**config.mk**
```make
export PLATFORM = sky130hd
export DESIGN_NAME = bin_maxpool_stage_flat
export DESIGN_NICKNAME = d
export VERILOG_FILES = /design/src/rtl/bin_maxpool_stage_pkg.sv /design/src/rtl/bin_maxpool_stage_if.sv /design/src/rtl/bin_maxpool_stage_pool_row_or.sv /design/src/rtl/bin_maxpool_stage.sv /design/src/flat_wrapper.sv
export SDC_FILE = /design/constraint.sdc
export NUM_CORES = 1
export LEC_CHECK = 0
export CAP_MARGIN = 20
export CORE_UTILIZATION = 30
export CTS_CLUSTER_SIZE = 40
export DETAILED_ROUTE_END_ITERATION = 6
export MAX_ROUTING_LAYER = met4
export PLACE_DENSITY = 0.54
export SLEW_MARGIN = 15
export SYNTH_ARGS = -nofsm -noshare
export SYNTH_HDL_FRONTEND = slang
export SYNTH_SLANG_ARGS = --single-unit
export TNS_END_PERCENT = 20
```
**constraint.sdc**
```tcl
create_clock -name clk -period 3.8 [get_ports clk]
set_clock_uncertainty 0.1 [all_clocks]
set_input_delay 0.76 -clock clk [delete_from_list [all_inputs] [get_ports clk]]
set_output_delay 0.76 -clock clk [all_outputs]
set_load 0.05 [all_outputs]
```
**src/rtl/bin_maxpool_stage_pkg.sv**
```systemverilog
// Shared encodings for the binary max-pool stage: one-hot FSM states and header fields.
package bin_maxpool_stage_pkg;

  localparam int                 HDR_W_W  = 8;
  localparam logic [HDR_W_W-1:0] HDR_TERM = 8'hFF;

  typedef enum logic [5:0] {
    S_IDLE    = 6'b000001,
    S_HDR_REQ = 6'b000010,
    S_HDR_CAP = 6'b000100,
    S_ROW_A   = 6'b001000,
    S_ROW_B   = 6'b010000,
    S_ROW_W   = 6'b100000
  } state_e;

endpackage

```
**src/rtl/bin_maxpool_stage_if.sv**
```systemverilog
// Control and SRAM port bundle of the max-pool stage; master = pool stage, slave = SRAM/controller side.
interface bin_maxpool_stage_if #(
  parameter int ADDR_W = 12,
  parameter int DATA_W = 16
);
  logic              dut_run;
  logic              dut_busy;
  logic [ADDR_W-1:0] pool_sram_read_address;
  logic [DATA_W-1:0] sram_pool_read_data;
  logic [ADDR_W-1:0] pool_sram_write_address;
  logic [DATA_W-1:0] pool_sram_write_data;
  logic              pool_sram_write_enable;

  modport master (
    input  dut_run, sram_pool_read_data,
    output dut_busy, pool_sram_read_address,
           pool_sram_write_address, pool_sram_write_data, pool_sram_write_enable
  );

  modport slave (
    output dut_run, sram_pool_read_data,
    input  dut_busy, pool_sram_read_address,
           pool_sram_write_address, pool_sram_write_data, pool_sram_write_enable
  );
endinterface

```
**src/rtl/bin_maxpool_stage_pool_row_or.sv**
```systemverilog
// pool_row_or: folds a pair of binary rows into one pooled row, out[j] = OR of the 2x2 window;
// columns at or beyond wo are forced to zero.
module bin_maxpool_stage_pool_row_or
  import bin_maxpool_stage_pkg::*;
#(
  parameter int DATA_W = 16
) (
  input  logic [DATA_W-1:0]  ra,
  input  logic [DATA_W-1:0]  rb,
  input  logic [HDR_W_W-1:0] wo,
  output logic [DATA_W-1:0]  o
);
  localparam int OUT_W = DATA_W / 2;

  for (genvar j = 0; j < OUT_W; j++) begin : g_col
    assign o[j] = (wo > HDR_W_W'(j)) & (ra[2*j] | ra[2*j+1] | rb[2*j] | rb[2*j+1]);
  end

  assign o[DATA_W-1:OUT_W] = '0;
endmodule

```
**src/rtl/bin_maxpool_stage.sv**
```systemverilog
// Binary 2x2/stride-2 max-pool over a header-delimited list of feature maps in SRAM.
// Three cycles per output row: issue row 2k, issue row 2k+1 + latch 2k, OR the pair + write.
module bin_maxpool_stage
  import bin_maxpool_stage_pkg::*;
#(
  parameter int                ADDR_W   = 12,
  parameter int                DATA_W   = 16,
  parameter logic [ADDR_W-1:0] IN_BASE  = 12'h000,
  parameter logic [ADDR_W-1:0] OUT_BASE = 12'h200
) (
  input  logic                 clk,
  input  logic                 reset_b,
  bin_maxpool_stage_if.master  bus
);
  localparam logic [HDR_W_W-1:0] W_MAX = HDR_W_W'(DATA_W);

  state_e              state, state_d;
  logic [ADDR_W-1:0]   rd_ptr, rd_ptr_d, row_ptr, row_ptr_d, wr_ptr, wr_ptr_d;
  logic [HDR_W_W-1:0]  w_q, w_d, wo_q, wo_d, k_q, k_d;
  logic [DATA_W-1:0]   ra, ra_d, pooled;
  logic                busy_q, busy_d, wr_en_q, wr_en_d;
  logic [ADDR_W-1:0]   rd_addr_q, rd_addr_d, wr_addr_q, wr_addr_d;
  logic [DATA_W-1:0]   wr_data_q, wr_data_d;

  logic [HDR_W_W-1:0]  hdr_w, hdr_wo;
  logic                hdr_term, last_row;

  assign hdr_w    = bus.sram_pool_read_data[HDR_W_W-1:0];
  assign hdr_wo   = hdr_w >> 1;
  assign hdr_term = (hdr_w == '0) || (hdr_w == HDR_TERM) || (hdr_w > W_MAX);
  assign last_row = (k_q == wo_q - HDR_W_W'(1));

  // Row 2k+1 is consumed straight off the read bus during ROW_W.
  bin_maxpool_stage_pool_row_or #(.DATA_W(DATA_W)) u_or (
    .ra (ra),
    .rb (bus.sram_pool_read_data),
    .wo (wo_q),
    .o  (pooled)
  );

  always_ff @(posedge clk or negedge reset_b) begin
    if (!reset_b) state <= S_IDLE;
    else          state <= state_d;
  end

  always_comb begin
    state_d = state;
    case (state)
      S_IDLE:    if (bus.dut_run) state_d = S_HDR_REQ;
      S_HDR_REQ: state_d = S_HDR_CAP;
      S_HDR_CAP: begin
        if (hdr_term)            state_d = S_IDLE;
        else if (hdr_wo == '0)   state_d = S_HDR_REQ;
        else                     state_d = S_ROW_A;
      end
      S_ROW_A:   state_d = S_ROW_B;
      S_ROW_B:   state_d = S_ROW_W;
      S_ROW_W:   state_d = last_row ? S_HDR_REQ : S_ROW_A;
      default:   state_d = S_IDLE;
    endcase
  end

  always_comb begin
    busy_d    = busy_q;
    rd_addr_d = rd_addr_q;
    wr_addr_d = wr_addr_q;
    wr_data_d = wr_data_q;
    wr_en_d   = 1'b0;
    rd_ptr_d  = rd_ptr;
    row_ptr_d = row_ptr;
    wr_ptr_d  = wr_ptr;
    w_d       = w_q;
    wo_d      = wo_q;
    k_d       = k_q;
    ra_d      = ra;
    case (state)
      S_IDLE: begin
        // Every accepted run walks the list from the top.
        if (bus.dut_run) begin
          busy_d   = 1'b1;
          rd_ptr_d = IN_BASE;
          wr_ptr_d = OUT_BASE;
        end
      end
      S_HDR_REQ: rd_addr_d = rd_ptr;
      S_HDR_CAP: begin
        if (hdr_term) begin
          busy_d = 1'b0;
        end else begin
          wr_en_d   = 1'b1;
          wr_addr_d = wr_ptr;
          wr_data_d = DATA_W'(hdr_wo);
          wr_ptr_d  = wr_ptr + ADDR_W'(1);
          w_d       = hdr_w;
          wo_d      = hdr_wo;
          k_d       = '0;
          row_ptr_d = rd_ptr + ADDR_W'(1);
          if (hdr_wo == '0) rd_ptr_d = rd_ptr + ADDR_W'(hdr_w) + ADDR_W'(1);
        end
      end
      S_ROW_A: begin
        rd_addr_d = row_ptr;
        row_ptr_d = row_ptr + ADDR_W'(1);
      end
      S_ROW_B: begin
        rd_addr_d = row_ptr;
        row_ptr_d = row_ptr + ADDR_W'(1);
        ra_d      = bus.sram_pool_read_data;
      end
      S_ROW_W: begin
        wr_en_d   = 1'b1;
        wr_addr_d = wr_ptr;
        wr_data_d = pooled;
        wr_ptr_d  = wr_ptr + ADDR_W'(1);
        // Skip by W, not by rows consumed: an odd map leaves its last row unread.
        if (last_row) rd_ptr_d = rd_ptr + ADDR_W'(w_q) + ADDR_W'(1);
        else          k_d      = k_q + HDR_W_W'(1);
      end
      default: ;
    endcase
  end

  always_ff @(posedge clk or negedge reset_b) begin
    if (!reset_b) begin
      busy_q    <= 1'b0;
      rd_addr_q <= '0;
      wr_addr_q <= '0;
      wr_data_q <= '0;
      wr_en_q   <= 1'b0;
      rd_ptr    <= IN_BASE;
      row_ptr   <= '0;
      wr_ptr    <= OUT_BASE;
      w_q       <= '0;
      wo_q      <= '0;
      k_q       <= '0;
      ra        <= '0;
    end else begin
      busy_q    <= busy_d;
      rd_addr_q <= rd_addr_d;
      wr_addr_q <= wr_addr_d;
      wr_data_q <= wr_data_d;
      wr_en_q   <= wr_en_d;
      rd_ptr    <= rd_ptr_d;
      row_ptr   <= row_ptr_d;
      wr_ptr    <= wr_ptr_d;
      w_q       <= w_d;
      wo_q      <= wo_d;
      k_q       <= k_d;
      ra        <= ra_d;
    end
  end

  assign bus.dut_busy                = busy_q;
  assign bus.pool_sram_read_address  = rd_addr_q;
  assign bus.pool_sram_write_address = wr_addr_q;
  assign bus.pool_sram_write_data    = wr_data_q;
  assign bus.pool_sram_write_enable  = wr_en_q;

endmodule
```
**src/flat_wrapper.sv**
```systemverilog
// flat-port wrapper written by rule: the top's interface ports become plain ports
module bin_maxpool_stage_flat import bin_maxpool_stage_pkg::*;
#(
  parameter int                ADDR_W   = 12,
  parameter int                DATA_W   = 16,
  parameter logic [ADDR_W-1:0] IN_BASE  = 12'h000,
  parameter logic [ADDR_W-1:0] OUT_BASE = 12'h200
)
  (clk, reset_b, bus_dut_run, bus_sram_pool_read_data, bus_dut_busy, bus_pool_sram_read_address, bus_pool_sram_write_address, bus_pool_sram_write_data, bus_pool_sram_write_enable);
  bin_maxpool_stage_if #(.ADDR_W(ADDR_W), .DATA_W(DATA_W)) bus_i ();
  input  logic clk;
  input  logic reset_b;
  input wire logic [$bits(bus_i.dut_run)-1:0] bus_dut_run;
  input wire logic [$bits(bus_i.sram_pool_read_data)-1:0] bus_sram_pool_read_data;
  output wire logic [$bits(bus_i.dut_busy)-1:0] bus_dut_busy;
  output wire logic [$bits(bus_i.pool_sram_read_address)-1:0] bus_pool_sram_read_address;
  output wire logic [$bits(bus_i.pool_sram_write_address)-1:0] bus_pool_sram_write_address;
  output wire logic [$bits(bus_i.pool_sram_write_data)-1:0] bus_pool_sram_write_data;
  output wire logic [$bits(bus_i.pool_sram_write_enable)-1:0] bus_pool_sram_write_enable;
  assign bus_i.dut_run = bus_dut_run;
  assign bus_i.sram_pool_read_data = bus_sram_pool_read_data;
  assign bus_dut_busy = bus_i.dut_busy;
  assign bus_pool_sram_read_address = bus_i.pool_sram_read_address;
  assign bus_pool_sram_write_address = bus_i.pool_sram_write_address;
  assign bus_pool_sram_write_data = bus_i.pool_sram_write_data;
  assign bus_pool_sram_write_enable = bus_i.pool_sram_write_enable;
  bin_maxpool_stage #(.ADDR_W(ADDR_W), .DATA_W(DATA_W), .IN_BASE(IN_BASE), .OUT_BASE(OUT_BASE)) u_core (.clk(clk), .reset_b(reset_b), .bus(bus_i));
endmodule
```
==> reports/results.ini <==
[run_status]
status=finished, final reports clean

[layout]
fin_util_pct=36.9
drive_above_1_share_pct=7.16
syn_to_final_growth_pct=19.4
fin_area_um2=7540
num-nets-final=821
antennaDiodeCount=0

[timing]
finalHoldViolCount=0
worst_slack_ns=0.537
fin_crit_sh_pct=85.9
max_freq_mhz=306
tightest_slew_ns=0.789
finalSetupViolations=0
rsz0062_at_grt=no
finalMaxSlewViolations=0
hold_ws_ns=0.280
timing.setup.tns_ns=0
period_minus_slack_ns=3.26
relSlewSlack_pct=47.3

[power]
power_frac_comb_pct=38.7
p_seq_share_pct=37.3
p_sw_share_pct=39.7
cellInternalPower_uw=2640
p_sw_uw=1740
p_leak_uw=0.00324
p_per_area_nw_per_um2=581
vdd_drop_max_uv=261
clkPwrFrac_pct=24.0

[drt]
drc=0
detail_route.wl_per_cell_um=15.1
num_vias=5356
via_per_inst=5.09
ant_nets=0
wirelength_um=15900
dr.pass1.iters=4
drt-initial-drc-count=253

[die]
die_h_um=147
start_util_pct=30.9
die_area_um2=21600
io_pins=61
die_w_um=147
coreArea_um2=20400
rows=52

[critical_path]
path_cells=inv_1 -> ha_1 -> o21bai_1 -> a2111oi_0 -> nor3_1 -> a2111o_1 -> a21boi_1 -> buf_12 -> mux2_1
cp-start-kind=flop
reg2reg_depth=9
slowest_delay_ns=0.56
crit-reg2reg-capture=u_core.rd_ptr[7]
crit_end=u_core.rd_ptr[7]
setup.worst_path.end_class=flop
crit_required_ns=3.94
arrival_ns=3.41
slowest_stage=a2111o_1
path_class=flop to flop
crit-reg2reg-launch=u_core.w_q[2]
cp_max_fo=20
r2r_slack_ns=0.54
crit_start=u_core.w_q[2]

[global_routing]
grt_pass1_wl_um=26400
grt_pass1_vias=5001
antenna_found_initial=0
grt_overflow=0
grt_use_total_pct=15.7
grt_max_degree=71

[clock_tree]
worstSkewPairLatency_ns=0.36
cts_max_path_buffers=2
root_buffer=clkbuf_16
htree_num_levels=3
clk_pin_slew_ns=0.08
cts_num_sinks=108
cts_resized=0
cts_buffers=9
holdBufCountCts=0
cts_tree=done
postCtsSetupRepairBufs=0

[placement]
dp_hpwl_um=11300
portBuffers=52
dp_slack_ns=0.321
place_congestion=0.795
dpl_cell_area_um2=7210

[logic_synthesis]
seq_area_frac_synth_pct=42.8
ys.flop_type=dfrtp_1
synth_enable_flop_cells=0
syn_area_per_cell_um2=8.75
synthCells=722
ys_types=70
synth.cell_area_um2=6310
yosys_warnings=0
ys_seq_elements=108
ys_async_sr_fraction_pct=100

[flow_run]
cap_viol_max_count=0

[min_path]
hp-class=input pin to async pin

cells in the mapped netlist (7+ instances only):
| master | instances | area, um2 |
|---|---|---|
| a211oi_1 | 10 | 75.1 |
| a21o_1 | 8 | 60.1 |
| a21oi_1 | 49 | 245 |
| a31oi_1 | 8 | 50.1 |
| and3_1 | 8 | 50.1 |
| buf_2 | 10 | 50.1 |
| buf_4 | 10 | 75.1 |
| clkbuf_1 | 19 | 71.3 |
| dfrtp_1 | 106 | 2650 |
| ha_1 | 23 | 288 |
| inv_1 | 25 | 93.8 |
| mux2i_1 | 11 | 110 |
| nand2_1 | 127 | 477 |
| nand2b_1 | 7 | 43.8 |
| nand3_1 | 24 | 120 |
| nand4_1 | 10 | 62.6 |
| nor2_1 | 51 | 191 |
| nor3_1 | 16 | 80.1 |
| nor4_1 | 8 | 50.1 |
| o211ai_1 | 7 | 52.6 |
| o21a_1 | 7 | 52.6 |
| o21ai_0 | 50 | 250 |
| o21bai_1 | 7 | 52.6 |
| or3_1 | 9 | 56.3 |
| xnor2_1 | 12 | 105 |
| xor2_1 | 15 | 131 |
registers in the layout, summed over array words and instances (netlist names):
register                            count
u_core.rd_ptr                          12
u_core.ra                              16
u_core.k_q                              8
u_core.bus.pool_sram_write_address     12
u_core.bus.pool_sram_read_address      12
u_core.bus.pool_sram_write_data         8
u_core.bus.pool_sram_write_enable       1
u_core.w_q                              8
u_core.wr_ptr                          12
u_core.row_ptr                         12
u_core.bus.dut_busy                     1
u_core.state                            6
critical path, delay by kind of cell (launching register included):
kind / cells / cell delay, ns
buf+inv: 2 / 0.36
compound gates: 4 / 1.47
flops: 1 / 0.51
fa+ha+maj: 1 / 0.30
mux: 1 / 0.32
simple gates: 1 / 0.08
worst min path at each step:
stage	slack [ns]	endpoint
floorplan	0.34	u_core.ra[4]
detailed placement	0.35	u_core.ra[11]
global placement	0.35	u_core.ra[11]
finish	0.28	u_core.bus.pool_sram_write_address[5]
global route	0.32	u_core.wr_ptr[2]
CTS	0.30	u_core.bus.pool_sram_write_address[0]
per-stage QoR:
| stage | total power (uW) | std cells |
|---|---|---|
| after floorplan | 2820 | 729 |
| after global placement | 3360 | 1036 |
| after detailed placement | 3370 | 1036 |
| after CTS | 4430 | 1052 |
| after global routing | 4690 | 1052 |
| final | 4380 | 1052 |
cells in the final DEF (no fill, tap or decap), types with 7 or more instances in the layout:
| master | instances |
|---|---|
| dfrtp_1 | 106 |
| a31oi_1 | 8 |
| nand4_1 | 10 |
| conb_1 | 8 |
| nor3_1 | 15 |
| o21a_1 | 7 |
| buf_4 | 24 |
| inv_1 | 25 |
| or3_1 | 9 |
| xnor2_1 | 12 |
| ha_1 | 23 |
| nor2_1 | 51 |
| nor4_1 | 8 |
| a21o_1 | 8 |
| a21oi_1 | 49 |
| nand2b_1 | 7 |
| o21ai_0 | 50 |
| nand3_1 | 24 |
| mux2i_1 | 11 |
| clkdlybuf4s50_1 | 51 |
| o21bai_1 | 7 |
| a211oi_1 | 10 |
| o211ai_1 | 7 |
| xor2_1 | 15 |
| clkbuf_16 | 9 |
| nand2_1 | 127 |
| and3_1 | 8 |
layer usage:
| layer | vias to the layer above | global-route usage [%] | routed length (um) |
|---|---|---|---|
| met4 | 0 | 5.57 | 206 |
| met2 | 93 | 23.5 | 7300 |
| li1 | 2678 | - | - |
| met1 | 2572 | 21.7 | 7690 |
| met5 | - | - | 0 |
| met3 | 13 | 2.11 | 718 |
cell type report:
| type | count | area [um2] |
|---|---|---|
| Fill cell | 2166 | 12900 |
| Multi-Input combinational cell | 555 | 3340 |
| Sequential cell | 108 | 2710 |
| Timing Repair Buffer | 77 | 731 |
| Tap cell | 270 | 338 |
| Clock buffer | 11 | 243 |
| Inverter | 26 | 98.8 |
| Clock inverter | 5 | 82.6 |
cells by family (layout without fill, tap and decap cells):
| group | Yosys count | after routing | synth area share [%] |
|---|---|---|---|
| buffers and inverters | 66 | 119 | 4.74 |
| AND/OR/NAND/NOR | 296 | 296 | 22.5 |
| adder cells (fa/ha/maj) | 25 | 25 | 5.19 |
| flip-flops | 108 | 108 | 42.8 |
| other | 1 | 8 | 0.0594 |
| AO/OA/AOI/OAI | 185 | 185 | 18.6 |
| multiplexers | 14 | 14 | 2.28 |
| XOR/XNOR | 27 | 27 | 3.74 |
power groups by stage:
stage                     combinational, uW  sequential, uW  clock (uW)
final                                  1690            1630        1050
after global routing                   1890            1680        1130
after CTS                              1710            1640        1080
after detailed placement               1700            1660           0
after global placement                 1700            1660           0
after floorplan                        1020            1800           0
No activity file was read; power rests on OpenSTA's default activity.
